[src/rtl/overlay_pkg.sv]
// Shared constants and fetch-FSM encoding for the text overlay renderer.
// Latency: n/a (declarations only).
// Backpressure: n/a.
//
// Contents:
//   COLS_DEF / ROWS_DEF : default text grid size (40 x 30 cells)
//   CELL_PX             : cell edge in pixels (cells are CELL_PX x CELL_PX)
//   fetch_state_t       : glyph fetch FSM states
package overlay_pkg;

  localparam int COLS_DEF = 40;
  localparam int ROWS_DEF = 30;
  localparam int CELL_PX  = 8;

  // IDLE waits for a trigger; every other state lasts exactly one i_clk.
  typedef enum logic [2:0] {
    IDLE  = 3'd0,
    IDX   = 3'd1,
    IDX_W = 3'd2,
    GLY   = 3'd3,
    GLY_W = 3'd4,
    LOAD  = 3'd5
  } fetch_state_t;

endpackage

[src/rtl/overlay_glyph_fetch.sv]
// Fetches one glyph row: character index RAM, then font ROM, into next_bits.
// Latency: next_bits updated 5 i_clk after the trigger edge.
// Backpressure: none; triggers arriving while busy are ignored.
//
// Ports:
//   i_clk, reset          : clock, synchronous active-high reset
//   trigger, col, y       : start a fetch of cell column col on text line y
//   chram_addr/chmap_data : character index RAM (1-clock read latency)
//   chrom_addr/chrom_data : font ROM {code, glyph_row} (1-clock read latency)
//   next_bits             : glyph row for the upcoming cell, bit7 leftmost
//   busy                  : FSM is not IDLE
module overlay_glyph_fetch
  import overlay_pkg::*;
#(
  parameter int COLS = COLS_DEF
) (
  input  logic        i_clk,
  input  logic        reset,
  input  logic        trigger,
  input  logic [6:0]  col,
  input  logic [9:0]  y,
  output logic [10:0] chram_addr,
  input  logic [7:0]  chmap_data,
  output logic [10:0] chrom_addr,
  input  logic [7:0]  chrom_data,
  output logic [7:0]  next_bits,
  output logic        busy
);

  localparam logic [6:0] LAST_COL = 7'(COLS - 1);

  fetch_state_t state;
  logic [7:0]   code;
  logic [2:0]   glyph_row;
  logic [10:0]  cell_addr;

  // Row-major index of the cell: (text row) * COLS + column.
  assign cell_addr = 11'(32'(y[9:3]) * 32'(COLS) + 32'(col));
  assign busy      = (state != IDLE);

  always_ff @(posedge i_clk) begin
    if (reset) begin
      state      <= IDLE;
      chram_addr <= '0;
      chrom_addr <= '0;
      next_bits  <= '0;
      code       <= '0;
      glyph_row  <= '0;
    end else begin
      case (state)
        IDLE: begin
          if (trigger) begin
            // The trigger at the start of the last cell asks for a column
            // past the right edge: blank the pipeline instead of fetching.
            if (col > LAST_COL) begin
              next_bits <= '0;
            end else begin
              chram_addr <= cell_addr;
              glyph_row  <= y[2:0];
              state      <= IDX;
            end
          end
        end
        // Index RAM samples chram_addr on this edge.
        IDX:   state <= IDX_W;
        IDX_W: begin
          code  <= chmap_data;
          state <= GLY;
        end
        GLY: begin
          chrom_addr <= {code, glyph_row};
          state      <= GLY_W;
        end
        // Font ROM samples chrom_addr on this edge.
        GLY_W: state <= LOAD;
        LOAD: begin
          next_bits <= chrom_data;
          state     <= IDLE;
        end
        default: state <= IDLE;
      endcase
    end
  end

endmodule

[src/rtl/overlay_text_render.sv]
// Text overlay: turns a character grid plus font ROM into a per-pixel alpha.
// Latency: a is registered 1 i_clk after the ce_pix edge carrying hcnt/vcnt.
// Backpressure: none; free-running pixel pipeline, glyph fetch runs a cell ahead.
//
// Ports:
//   i_clk, reset          : clock, synchronous active-high reset
//   ce_pix                : pixel enable (at most every 2nd i_clk)
//   hcnt, vcnt            : current pixel position
//   chram_addr/chmap_data : character index RAM read port
//   chrom_addr/chrom_data : font ROM read port
//   a                     : overlay alpha for the current pixel
// Build option: define OVL_BOLD_EN for 1-pixel horizontal emboldening.
module overlay_text_render
  import overlay_pkg::*;
#(
  parameter int         COLS     = COLS_DEF,
  parameter int         ROWS     = ROWS_DEF,
  parameter logic [9:0] X_ORIGIN = 10'd0,
  parameter logic [9:0] Y_ORIGIN = 10'd0
) (
  input  logic        i_clk,
  input  logic        reset,
  input  logic        ce_pix,
  input  logic [9:0]  hcnt,
  input  logic [9:0]  vcnt,
  output logic [10:0] chram_addr,
  input  logic [7:0]  chmap_data,
  output logic [10:0] chrom_addr,
  input  logic [7:0]  chrom_data,
  output logic        a
);

  localparam logic [10:0] AREA_W = 11'(CELL_PX * COLS);
  localparam logic [10:0] AREA_H = 11'(CELL_PX * ROWS);

  logic [9:0] x;
  logic [9:0] y;
  logic [9:0] x_next_cell;
  logic       x_in;
  logic       y_in;
  logic       in_area;
  logic       cell_start;
  logic       fetch_trig;
  logic       fetch_busy;
  logic [6:0] fetch_col;
  logic [7:0] next_bits;
  logic [7:0] shreg;
  logic [7:0] shreg_nxt;
  logic       a_nxt;

  // Text-relative coordinates; wrap mod 1024 so the column-0 fetch happens
  // at x = 1016, one cell before the first text pixel.
  assign x           = hcnt - X_ORIGIN;
  assign y           = vcnt - Y_ORIGIN;
  assign x_next_cell = x + 10'(CELL_PX);

  assign x_in       = ({1'b0, x} < AREA_W);
  assign y_in       = ({1'b0, y} < AREA_H);
  assign in_area    = x_in & y_in;
  assign cell_start = (x[2:0] == 3'd0);

  // At each cell start, fetch the following cell. Column COLS is still
  // triggered so the fetcher can blank next_bits past the right edge.
  assign fetch_col  = x_next_cell[9:3];
  assign fetch_trig = ce_pix & y_in & cell_start & ~fetch_busy &
                      ({1'b0, x_next_cell} <= AREA_W);

  overlay_glyph_fetch #(
    .COLS (COLS)
  ) u_fetch (
    .i_clk      (i_clk),
    .reset      (reset),
    .trigger    (fetch_trig),
    .col        (fetch_col),
    .y          (y),
    .chram_addr (chram_addr),
    .chmap_data (chmap_data),
    .chrom_addr (chrom_addr),
    .chrom_data (chrom_data),
    .next_bits  (next_bits),
    .busy       (fetch_busy)
  );

  assign shreg_nxt = (x_in && cell_start) ? next_bits : {shreg[6:0], 1'b0};

`ifdef OVL_BOLD_EN
  // MSB of the previous pixel, zero outside the text area; the left edge
  // (x == 0) never inherits a pixel from outside the area.
  logic prev_msb;

  assign a_nxt = in_area & (shreg_nxt[7] | (prev_msb & (x != 10'd0)));

  always_ff @(posedge i_clk) begin
    if (reset) begin
      prev_msb <= 1'b0;
    end else if (ce_pix) begin
      prev_msb <= in_area & shreg_nxt[7];
    end
  end
`else
  assign a_nxt = in_area & shreg_nxt[7];
`endif

  always_ff @(posedge i_clk) begin
    if (reset) begin
      shreg <= '0;
      a     <= 1'b0;
    end else if (ce_pix) begin
      shreg <= shreg_nxt;
      a     <= a_nxt;
    end
  end

endmodule
[config.mk]
export PLATFORM = sky130hd
export DESIGN_NAME = overlay_text_render
export DESIGN_NICKNAME = d
export VERILOG_FILES = /design/src/rtl/overlay_pkg.sv /design/src/rtl/overlay_glyph_fetch.sv /design/src/rtl/overlay_text_render.sv
export SDC_FILE = /design/constraint.sdc
export NUM_CORES = 1
export LEC_CHECK = 0
export BUFFER_PORTS_ARGS = -buffer_cell sky130_fd_sc_hd__clkbuf_2
export CAP_MARGIN = 20
export CORE_MARGIN = 3
export CORE_UTILIZATION = 54
export CTS_CLUSTER_SIZE = 40
export DETAILED_ROUTE_END_ITERATION = 7
export MAX_ROUTING_LAYER = met4
export PLACE_DENSITY = 0.87
export REMOVE_ABC_BUFFERS = 1
export SYNTH_ARGS = -nofsm -noshare
export SYNTH_HDL_FRONTEND = slang
export SYNTH_SLANG_ARGS = --single-unit
[constraint.sdc]
create_clock -name i_clk -period 2.9 [get_ports i_clk]
set_clock_uncertainty 0.05 [all_clocks]
set_input_delay 0.29 -clock i_clk [delete_from_list [all_inputs] [get_ports i_clk]]
set_output_delay 0.29 -clock i_clk [all_outputs]
set_load 0.02 [all_outputs]
==> results of run 1 <==
## layout make-up
type / count / share of cell area (%)
sequential: 52 / 33.02
clock inverter: 3 / 1.468
multi-input combinational: 233 / 49.80
tap: 67 / 2.659
clock buffer: 5 / 2.183
inverter: 2 / 0.2381
timing repair buffer: 65 / 10.63
## critical path: cells and delay by family
family | cells | cell delay (ns)
compound gates | 5 | 1.05
simple gates | 4 | 0.67
fa+ha+maj | 1 | 0.37
buf+inv | 1 | 0.18
## where the power goes
| group | leakage, nW | total (W) | switching, W | internal (W) |
|---|---|---|---|---|
| Combinational | 0.745 | 0.000245 | 0.000142 | 0.000104 |
| Sequential | 0.420 | 0.000724 | 0.00000393 | 0.000720 |
| Clock | 0.0548 | 0.000515 | 0.000255 | 0.000260 |
| Total | 1.22 | 0.00148 | 0.000400 | 0.00108 |
## metrics by stage
stage | setup WS [ns] | instances | area, µm² | total power, W | hold WS [ns]
2_1_floorplan | 0.4780 | 287 | 2619 | 0.0008935 | 0.3024
4_1_cts | 0.5267 | 427 | 3153 | 0.001495 | 0.1250
5_1_grt | 0.2863 | 427 | 3153 | 0.001555 | 0.1348
3_5_place_dp | 0.1853 | 419 | 3038 | 0.0009832 | 0.3924
3_3_place_gp | 0.2508 | 419 | 3038 | 0.0009754 | 0.3890
6_report | 0.5075 | 427 | 3153 | 0.001484 | 0.1344
## cells by family (layout without fill, tap and decap cells)
kind of cell	count (synthesis)	after routing
adders and majority gates	17	17
xor gates and xnor gates	14	14
buffers and inverters	21	75
DFF	52	52
AOI/OAI and AO/OA	82	82
muxes	7	7
and+or+nand+nor	113	113
## worst max path at each step
stage                        from                             endpoint  slack [ns]  cells past startpoint
after floorplan           hcnt[4]   u_fetch.chram_addr[8]$_SDFFE_PP0P_        0.48                     10
after global placement    hcnt[5]   u_fetch.chram_addr[8]$_SDFFE_PP0P_        0.25                     11
after detailed placement  hcnt[5]   u_fetch.chram_addr[8]$_SDFFE_PP0P_        0.19                     11
after CTS                 hcnt[5]   u_fetch.chram_addr[8]$_SDFFE_PP0P_        0.53                     11
after global routing      hcnt[5]  u_fetch.chram_addr[10]$_SDFFE_PP0P_        0.29                     12
final                     hcnt[5]   u_fetch.chram_addr[8]$_SDFFE_PP0P_        0.51                     11
## registers in the layout (all words and copies together) (netlist names)
signal	cells
a	1
shreg	7
u_fetch.chram_addr	11
u_fetch.chrom_addr	11
u_fetch.code	8
u_fetch.glyph_row	3
u_fetch.next_bits	8
u_fetch.state	3
## metal layers
metal | routed length [µm] | track usage, %
met2 | 2533 | 32.38
met1 | 2609 | 25.37
met4 | 85 | 6.762
met3 | 330 | 4.176
met5 | 0 | -
## cell usage in the layout, fill, tap and decap left out, drive strengths merged, types with 2 or more instances in the layout
cell type,synthesis,layout
ha,15,15
fa,2,2
clkbuf,10,66
a21o,2,2
o31ai,3,3
nand2,60,60
o311ai,2,2
nor4,3,3
a31oi,2,2
nand3,8,8
a21oi,35,35
a211oi,12,12
and2,3,3
nor3,8,8
or2,2,2
xnor2,9,9
o21a,3,3
buf,9,4
inv,2,3
dfxtp,52,52
a22o,8,8
mux2i,7,7
xor2,5,5
nor2,23,23
o21ai,4,4
==> summary.md, run 1 <==
| Metric | Value |
|---|---|
| FFs w/ async S/R, synth | 0% |
| Post-synth EDFFs | 0 |
| Mux cell area share after synthesis | 2.537% |
| CTS tree | built |
| Cts hold-fix bufs | 0 |
| Max clock buf depth | 2 |
| Nets | 415 |
| Post-Syn Area | 2761 µm² |
| Clk root buf | clkbuf_8 |
| Worst EP required | 3.07 ns |
| Hold Path End | u_fetch.code[7]$_SDFFE_PP0P_ |
| Post-Synth XOR/XNOR Area | 4.440% |
| Layout area overhead | 14.18% |
| Fillcell total | 436 |
| Post-synthesis sequential area ratio | 37.70% |
| Setup Crit Path Kind | in -> reg |
| Post-layout util | 65.45% |
| TritonRoute pass-1 iters | 4 |
| Yosys warnings | 0 |
| Tightest Hold Check Type | in -> reg |
| Worst VDD drop | 0.0002789 V |
| Boundary Pins | 62 |
| Num rows | 25 |
| Clk_lat worst skew | 0.31 ns |
| Synth Area in Adders | 8.246% |
| Die Area | 6008 µm² |
| CP arrival | 2.56 ns |
| Crit-path slowest cell | a2111o_1 |
| Crit-path cells | clkbuf_2, nand3_2, o21a_1, or2_2, ha_1, a21oi_1, nand2_1, a2111o_1, o31ai_1, nor3_1, o21ba_2 |
| N_diodes | 0 |
| FF+latch area | 1041 µm² |
| RR Endpoint | u_fetch.chram_addr[9]$_SDFFE_PP0P_ |
| Achievable clock frequency | 418.0 MHz |
| Startpoint Class | input pin |
| Antenna Nets Post-Route | 0 |
| Vias/cell | 5.508 |
| Max Cap Viol | 0 |
| Worst slew margin | 51.05% |
| Min Tclk post-route | 2.393 ns |
| Synth Area in Compound Gates | 21.39% |
| Largest cells by area after synthesis | dfxtp_1 38%, nand2_1 8.0%, ha_1 6.8%, a21oi_1 6.2%, nor2_1 3.1% |
| Initial Utilization | 57.32% |
| Synth Area in Simple Gates | 20.25% |
| PortBufs | 61 |
| Pin count of the biggest net entering global routing | 34 |
| Global-route wire length before repair | 9646 µm |
| H-tree levels | 2 |
| Top FF cell, synth | dfxtp_1 |
| DRC viols | 0 |
| Slew @ Worst Pin | 0.7315 ns |
| Cts bufs inserted | 5 |
| Count of final setup violators | 0 |
| PostCTS Resize Cnt | 0 |
| Routed vias | 2352 |
| Cells after Synth | 306 |
| Largest family of logic cells by synthesized area | compound AO/OA/AOI/OAI gates |
| Crit Path Max Fanout | 7 |
| Multi-input gate area | 1570 µm² |
| Global Route Usage Sum | 20.15% |
| Min-Delay Path Depth | 3 |
| Register-to-Register Path Depth | 6 |
| Layout cells sized above 1 | 25.56% |
| Pwr dens | 470.8 nW/µm² |
| Max-slew violations | 0 |
| Die height | 77.51 µm |
| Final period utilization | 82.50% |
| Hold Vio Cnt, Final | 0 |
| Syn_area_per_cell | 9.024 µm² |
| Final HPWL DP | 4156 µm |
| CTS clk-pin slew, worst paths | 0.10 ns |
| Crit-path max cell delay | 0.41 ns |
| Area leader, netlist | dfxtp_1 |
| FF+latch count, synth | 52 |
| Most common cell in the synthesized netlist | nand2_1 |
| Wirelength per Cell | 13.02 µm |
| Die X | 77.51 µm |
| Core area | 4817 µm² |
| Status | finished clean |
| Worst reg-to-reg setup slack | 0.96 ns |
| Total Routed Length | 5559 µm |
| Post-CTS setup buffer count | 0 |
| Most frequent cells after synthesis | 59 x nand2_1, 52 x dfxtp_1, 34 x a21oi_1, 23 x nor2_1, 15 x ha_1 |
| Hold Crit Start | chmap_data[7] |
| Worst setup EP type | flip-flop |
| R2r startpoint | u_fetch.state[1]$_SDFFE_PP0P_ |
| Initial antenna violation count | 0 |
| Routability congestion estimate | 0.8749 |
| CTS Sinks | 52 |
| Yosys top cell area share | 37.70% |
| Setup TNS | 0 ns |
| RSZ-0062 raised after global routing | false |
| DR iter-0 viols | 109 |
| Synth cell types | 56 |
| Leak pwr | 1.220 nW |
| Number of global-route vias before repair | 2215 |
| Total grt overflow | 0 |
Note: power is estimated with default switching activity, not from simulation.
==> inputs of run 2 (changes only) <==
- clock period: 2.9 -> 2.49 ns (I/O delays scaled with it)
==> run 2 against run 1 <==
Net effect:
- clock power is 3% lower
- worst setup slack worse by 0.21 ns
- critical path depth is 1 lower
- power is 11% higher
- via count is 0.47% higher
- cell count is 2.6% higher
- critical endpoint is now u_fetch.chram_addr[9]$_SDFFE_PP0P_
==> summary.md, run 2 (synthesis results as in run 1) <==
| Metric | Value |
|---|---|
| Clk root buf | clkbuf_8 |
| Initial Utilization | 57.32% |
| Net Sw Frac | 28.25% |
| CTS Sinks | 52 |
| Die height | 77.51 µm |
| Worst Setup SP | hcnt[3] |
| Tightest Hold Check Type | in -> reg |
| DRC viols | 0 |
| Min-Delay Path Depth | 2 |
| CTS clk-pin slew, worst paths | 0.10 ns |
| Pin count of the biggest net entering global routing | 32 |
| R2r startpoint | u_fetch.state[2]$_SDFFE_PP0P_ |
| Total Routed Length | 5607 µm |
| CP arrival | 2.37 ns |
| PortBufs | 61 |
| Register-to-Register Path Depth | 6 |
| Layout cells sized above 1 | 27.76% |
| Hold Vio Cnt, Final | 0 |
| Worst setup EP type | flip-flop |
| Post-CTS setup buffer count | 0 |
| Cts bufs inserted | 5 |
| Leak pwr | 1.264 nW |
| Commonest non-fill, non-tap cells in the layout | 61 x clkbuf_2, 59 x nand2_1, 52 x dfxtp_1, 34 x a21oi_1, 23 x nor2_1 |
| Slew @ Worst Pin | 0.9017 ns |
| CP dominant cell by count | buf_4 |
| Max clock buf depth | 2 |
| Seq pwr share | 51.4% |
| Final HPWL DP | 4317 µm |
| Initial antenna violation count | 0 |
| Status | finished clean |
| Internal power | 0.001178 W |
| Core area | 4817 µm² |
| Worst EP required | 2.66 ns |
| Setup Crit Path Kind | in -> reg |
| Max-slew violations | 0 |
| Final period utilization | 88.16% |
| Commonest non-fill, non-tap cell in the layout | clkbuf_2 |
| Vias/cell | 5.395 |
| Layout area overhead | 16.49% |
| Max Cap Viol | 0 |
| Routed vias | 2363 |
| Num rows | 25 |
| Clk_lat worst skew | 0.31 ns |
| Global Route Usage Sum | 20.33% |
| Number of global-route vias before repair | 2273 |
| Count of final setup violators | 0 |
| PostCTS Resize Cnt | 0 |
| Wirelength per Cell | 12.80 µm |
| Hold Path End | u_fetch.next_bits[5]$_SDFFE_PP0P_ |
| CTS tree | built |
| Die X | 77.51 µm |
| Cts hold-fix bufs | 0 |
| Boundary Pins | 62 |
| Global-route wire length before repair | 9811 µm |
| Startpoint Class | input pin |
| Clock power share | 30.4% |
| Logic pwr share | 18.2% |
| RR Endpoint | u_fetch.next_bits[1]$_SDFFE_PP0P_ |
| Min Tclk post-route | 2.195 ns |
| Total grt overflow | 0 |
| TritonRoute pass-1 iters | 4 |
| RSZ-0062 raised after global routing | false |
| P_sw | 0.0004637 W |
| Worst slew margin | 39.42% |
| N_diodes | 0 |
| Crit-path cells | clkbuf_2, ha_1, buf_4, xnor2_1, a21oi_1, o32ai_1, and3_1, buf_4, nor2_1, a311oi_2 |
| Antenna Nets Post-Route | 0 |
| Crit Path Max Fanout | 11 |
| Crit-path max cell delay | 0.56 ns |
| Achievable clock frequency | 455.6 MHz |
| Die Area | 6008 µm² |
| H-tree levels | 2 |
| Nets | 426 |
| DR iter-0 viols | 92 |
| Biggest regs | u_fetch.chram_addr (11), u_fetch.chrom_addr (11) |
| Post-layout util | 66.78% |
| Worst reg-to-reg setup slack | 0.53 ns |
| Crit-path slowest cell | o32ai_1 |
| Hold Crit Start | chrom_data[5] |
| Setup TNS | 0 ns |
| Routability congestion estimate | 0.8793 |
| Worst VDD drop | 0.0003670 V |
| Pwr dens | 510.2 nW/µm² |
==> run 2: cell count changes in the layout (fill, tap and decap cells not counted) <==
cell / change
buf_4: +11
bufinv_16: -1
clkinv_4: +1
inv_6: -1
inv_8: +1
==> run 2: power by group through the flow <==
stage	Combinational (W)	Clock, W	Sequential, W
after floorplan	0.000178	0	0.000863
after global placement	0.000286	0	0.000862
after detailed placement	0.000296	0	0.000863
after CTS	0.000298	0.000516	0.000844
after global routing	0.000333	0.000554	0.000845
final	0.000299	0.000499	0.000844
==> run 2: per-stage QoR <==
stage | total power [W] | instance area [µm²] | setup slack, ns | hold slack [ns] | instances
3_5_place_dp | 0.001159 | 3120 | 0.001154 | 0.3964 | 430
3_3_place_gp | 0.001149 | 3120 | 0.06207 | 0.3895 | 430
5_1_grt | 0.001732 | 3217 | 0.1105 | 0.07640 | 438
2_1_floorplan | 0.001041 | 2619 | 0.1090 | 0.2614 | 287
6_report | 0.001641 | 3217 | 0.2949 | 0.09038 | 438
4_1_cts | 0.001658 | 3217 | 0.3152 | 0.08214 | 438
==> run 2: how the worst max path moves through the flow <==
stage                                                to  depth (start not counted)  slack (ns)
global placement     u_fetch.chram_addr[8]$_SDFFE_PP0P_                         11        0.06
finish               u_fetch.chram_addr[9]$_SDFFE_PP0P_                         10        0.29
global route        u_fetch.chram_addr[10]$_SDFFE_PP0P_                          9        0.11
floorplan            u_fetch.chram_addr[8]$_SDFFE_PP0P_                         10        0.11
detailed placement  u_fetch.chram_addr[10]$_SDFFE_PP0P_                          9       0.001
CTS                  u_fetch.chram_addr[9]$_SDFFE_PP0P_                         10        0.32
==> run 2: final cells by class <==
class / instances / area [µm²]
fill: 423 / 1600
inverter: 2 / 7.507
timing repair buffer: 76 / 417.9
multi-input combinational: 233 / 1570
tap: 67 / 83.83
clock inverter: 3 / 27.53
clock buffer: 5 / 68.82
sequential: 52 / 1041
==> run 2: critical path, delay by kind of cell <==
family | cells | cell delay [ns]
fa+ha+maj | 1 | 0.24
buf+inv | 3 | 0.49
xor+xnor | 1 | 0.15
simple gates | 2 | 0.38
compound gates | 3 | 0.86
==> run 2: per-layer routing <==
metal  share of wire, %  track usage (%)
met5                  0                -
met4                1.7            6.584
met1                 47            25.18
met2                 47            33.42
met3                4.8            3.944
==> inputs of run 3 (changes only) <==
- CORE_UTILIZATION: 54 -> 49
- PLACE_DENSITY: 0.87 -> 0.83
- clock period: 2.49 -> 1.9 ns (I/O delays scaled with it)
==> run 3 against run 2 <==
Net effect:
- via count grew 8.1%
- worst setup slack worse by 0.28 ns
- sequential power up 30%
- clock power grew 56%
- utilization grew 5.7 points
- sequential cell count unchanged
- critical path depth rose by 2
- die area grew 9.4%
- largest cell class unchanged
==> summary.md, run 3 (synthesis results as in run 1) <==
| Metric | Value |
|---|---|
| Cts bufs inserted | 5 |
| Initial Utilization | 52.40% |
| Global-route wire length before repair | 10920 µm |
| Wirelength per Cell | 14.35 µm |
| Routed vias | 2554 |
| Seq pwr share | 44.7% |
| CP arrival | 2.05 ns |
| Non-Filler Instances | 478 |
| Count of final setup violators | 0 |
| Commonest non-fill, non-tap cells in the layout | 58 x nand2_1, 58 x clkbuf_2, 52 x dfxtp_1, 48 x buf_4, 29 x a21oi_1 |
| Status | finished clean |
| TritonRoute pass-1 iters | 4 |
| Die X | 81.07 µm |
| Crit-path max cell delay | 0.29 ns |
| Worst reg-to-reg setup slack | 0.11 ns |
| Achievable clock frequency | 530.5 MHz |
| Register-to-Register Path Depth | 4 |
| Die height | 81.07 µm |
| Min Tclk post-route | 1.885 ns |
| Vias/cell | 5.343 |
| Boundary Pins | 62 |
| Clk_lat worst skew | 0.30 ns |
| Min-Delay Path Depth | 2 |
| RSZ-0062 raised after global routing | true |
| Die Area | 6572 µm² |
| Layout cells sized above 1 | 40.69% |
| R2r startpoint | u_fetch.state[2]$_SDFFE_PP0P_ |
| Worst setup EP type | flip-flop |
| Worst slew margin | 30.44% |
| Core area | 5270 µm² |
| RR Endpoint | u_fetch.next_bits[1]$_SDFFE_PP0P_ |
| Cts hold-fix bufs | 0 |
| Hold Vio Cnt, Final | 0 |
| Setup Crit Path Kind | in -> reg |
| Pin count of the biggest net entering global routing | 41 |
| P_sw | 0.0006813 W |
| Tightest Hold Check Type | in -> reg |
| Final period utilization | 99.22% |
| Max Cap Viol | 0 |
| Crit Path Max Fanout | 6 |
| Worst EP required | 2.07 ns |
| Startpoint Class | input pin |
| CTS tree | built |
| Slew @ Worst Pin | 1.035 ns |
| Total Routed Length | 6859 µm |
| Nets | 463 |
| Pwr dens | 647.4 nW/µm² |
| Hold Path End | u_fetch.next_bits[3]$_SDFFE_PP0P_ |
| Leak pwr | 1.504 nW |
| Antenna Nets Post-Route | 0 |
| Layout area overhead | 38.33% |
| CP Buf/Inv Count | 2 |
| PortBufs | 61 |
| Max clock buf depth | 2 |
| Crit-path slowest cell | ha_4 |
| Placed instance area | 3349 µm² |
| Routability congestion estimate | 0.8121 |
| Top delay family on crit path | compound AO/OA/AOI/OAI gates |
| CTS Sinks | 52 |
| Final HPWL DP | 4818 µm |
| Global Route Usage Sum | 21.49% |
| CTS clk-pin slew, worst paths | 0.10 ns |
| Placed Cells | 463 |
| DRC viols | 0 |
| Number of global-route vias before repair | 2448 |
| Clock power share | 31.4% |
| Logic pwr share | 23.9% |
| Biggest regs | u_fetch.chram_addr (11), u_fetch.chrom_addr (11) |
| Clk root buf | clkbuf_8 |
| Internal power | 0.001792 W |
| CP Depth | 12 |
| H-tree levels | 2 |
| DR iter-0 viols | 119 |
| Worst VDD drop | 0.0005581 V |
| Max-slew violations | 0 |
| N_diodes | 0 |
| Crit-path cells | buf_8, nand3_4, o21a_1, or2_4, ha_4, nand3_2, nand2_2, buf_6, o22ai_4, a211oi_2, xnor2_1, o31ai_1 |
| Num rows | 26 |
| Initial antenna violation count | 0 |
| Total grt overflow | 0 |
| Net Sw Frac | 27.55% |
| Fin area | 3820 µm² |
| Hold Crit Start | chrom_data[3] |
[run 3: cell types whose count changed in the layout (fill, tap and decap cells not counted), sizes merged]
| cell | before | now |
|---|---|---|
| buf | 15 | 55 |
| clkbuf | 66 | 63 |
| bufinv | 0 | 1 |
| clkinv | 1 | 0 |
[run 3: cell type report]
class	count	area, µm²
timing repair buffer	113	745.7
tap	70	87.58
clock buffer	5	68.82
fill	405	1450
inverter	2	7.507
multi-input combinational	233	1823
clock inverter	3	46.29
sequential	52	1041
[run 3: stage by stage]
| stage | setup TNS [ns] | hold slack [ns] | utilization [%] | total power [W] | worst slack, ns |
|---|---|---|---|---|---|
| 3_3_place_gp | -8.262 | 0.3492 | 63.56 | 0.001558 | -0.4360 |
| 6_report | 0 | 0.04358 | 72.48 | 0.002473 | 0.01482 |
| 3_5_place_dp | -10.33 | 0.3557 | 63.56 | 0.001574 | -0.5560 |
| 2_1_floorplan | -3.051 | 0.2024 | - | 0.001364 | -0.4220 |
| 5_1_grt | -0.1333 | 0.02715 | 72.48 | 0.002576 | -0.05880 |
| 4_1_cts | 0 | 0.04217 | 69.66 | 0.002419 | 0.0008673 |
[run 3: timing repair]
action,4_1_cts,5_1_grt
pin swaps,26,16
gates resized for setup,30,24
buffers inserted,4,3
endpoints found under the setup margin,23,19
[run 3: how the worst max path moves through the flow]
stage               startpoint                                   to  slack (ns)
global route           hcnt[3]  u_fetch.chram_addr[10]$_SDFFE_PP0P_       -0.06
CTS                    hcnt[4]   u_fetch.chram_addr[8]$_SDFFE_PP0P_      0.0009
finish                 hcnt[3]  u_fetch.chram_addr[10]$_SDFFE_PP0P_        0.01
detailed placement     vcnt[4]  u_fetch.chram_addr[10]$_SDFFE_PP0P_       -0.56
global placement       hcnt[4]   u_fetch.chram_addr[8]$_SDFFE_PP0P_       -0.44
floorplan              hcnt[4]   u_fetch.chram_addr[8]$_SDFFE_PP0P_       -0.42
[run 3: power by group through the flow]
stage	clock [W]	sequential, W	combinational (W)
finish	0.000777	0.00110	0.000592
global route	0.000832	0.00111	0.000637
CTS	0.000788	0.00110	0.000527
detailed placement	0	0.00113	0.000445
global placement	0	0.00113	0.000428
floorplan	0	0.00113	0.000233
[run 3: per-layer routing]
layer | vias to the layer above | GRT usage, % | share of wire, %
li1 | 1287 | - | -
met1 | 1181 | 25.07 | 42
met2 | 76 | 37.77 | 51
met3 | 10 | 4.324 | 5.1
met4 | 0 | 5.405 | 1.7
met5 | - | - | 0
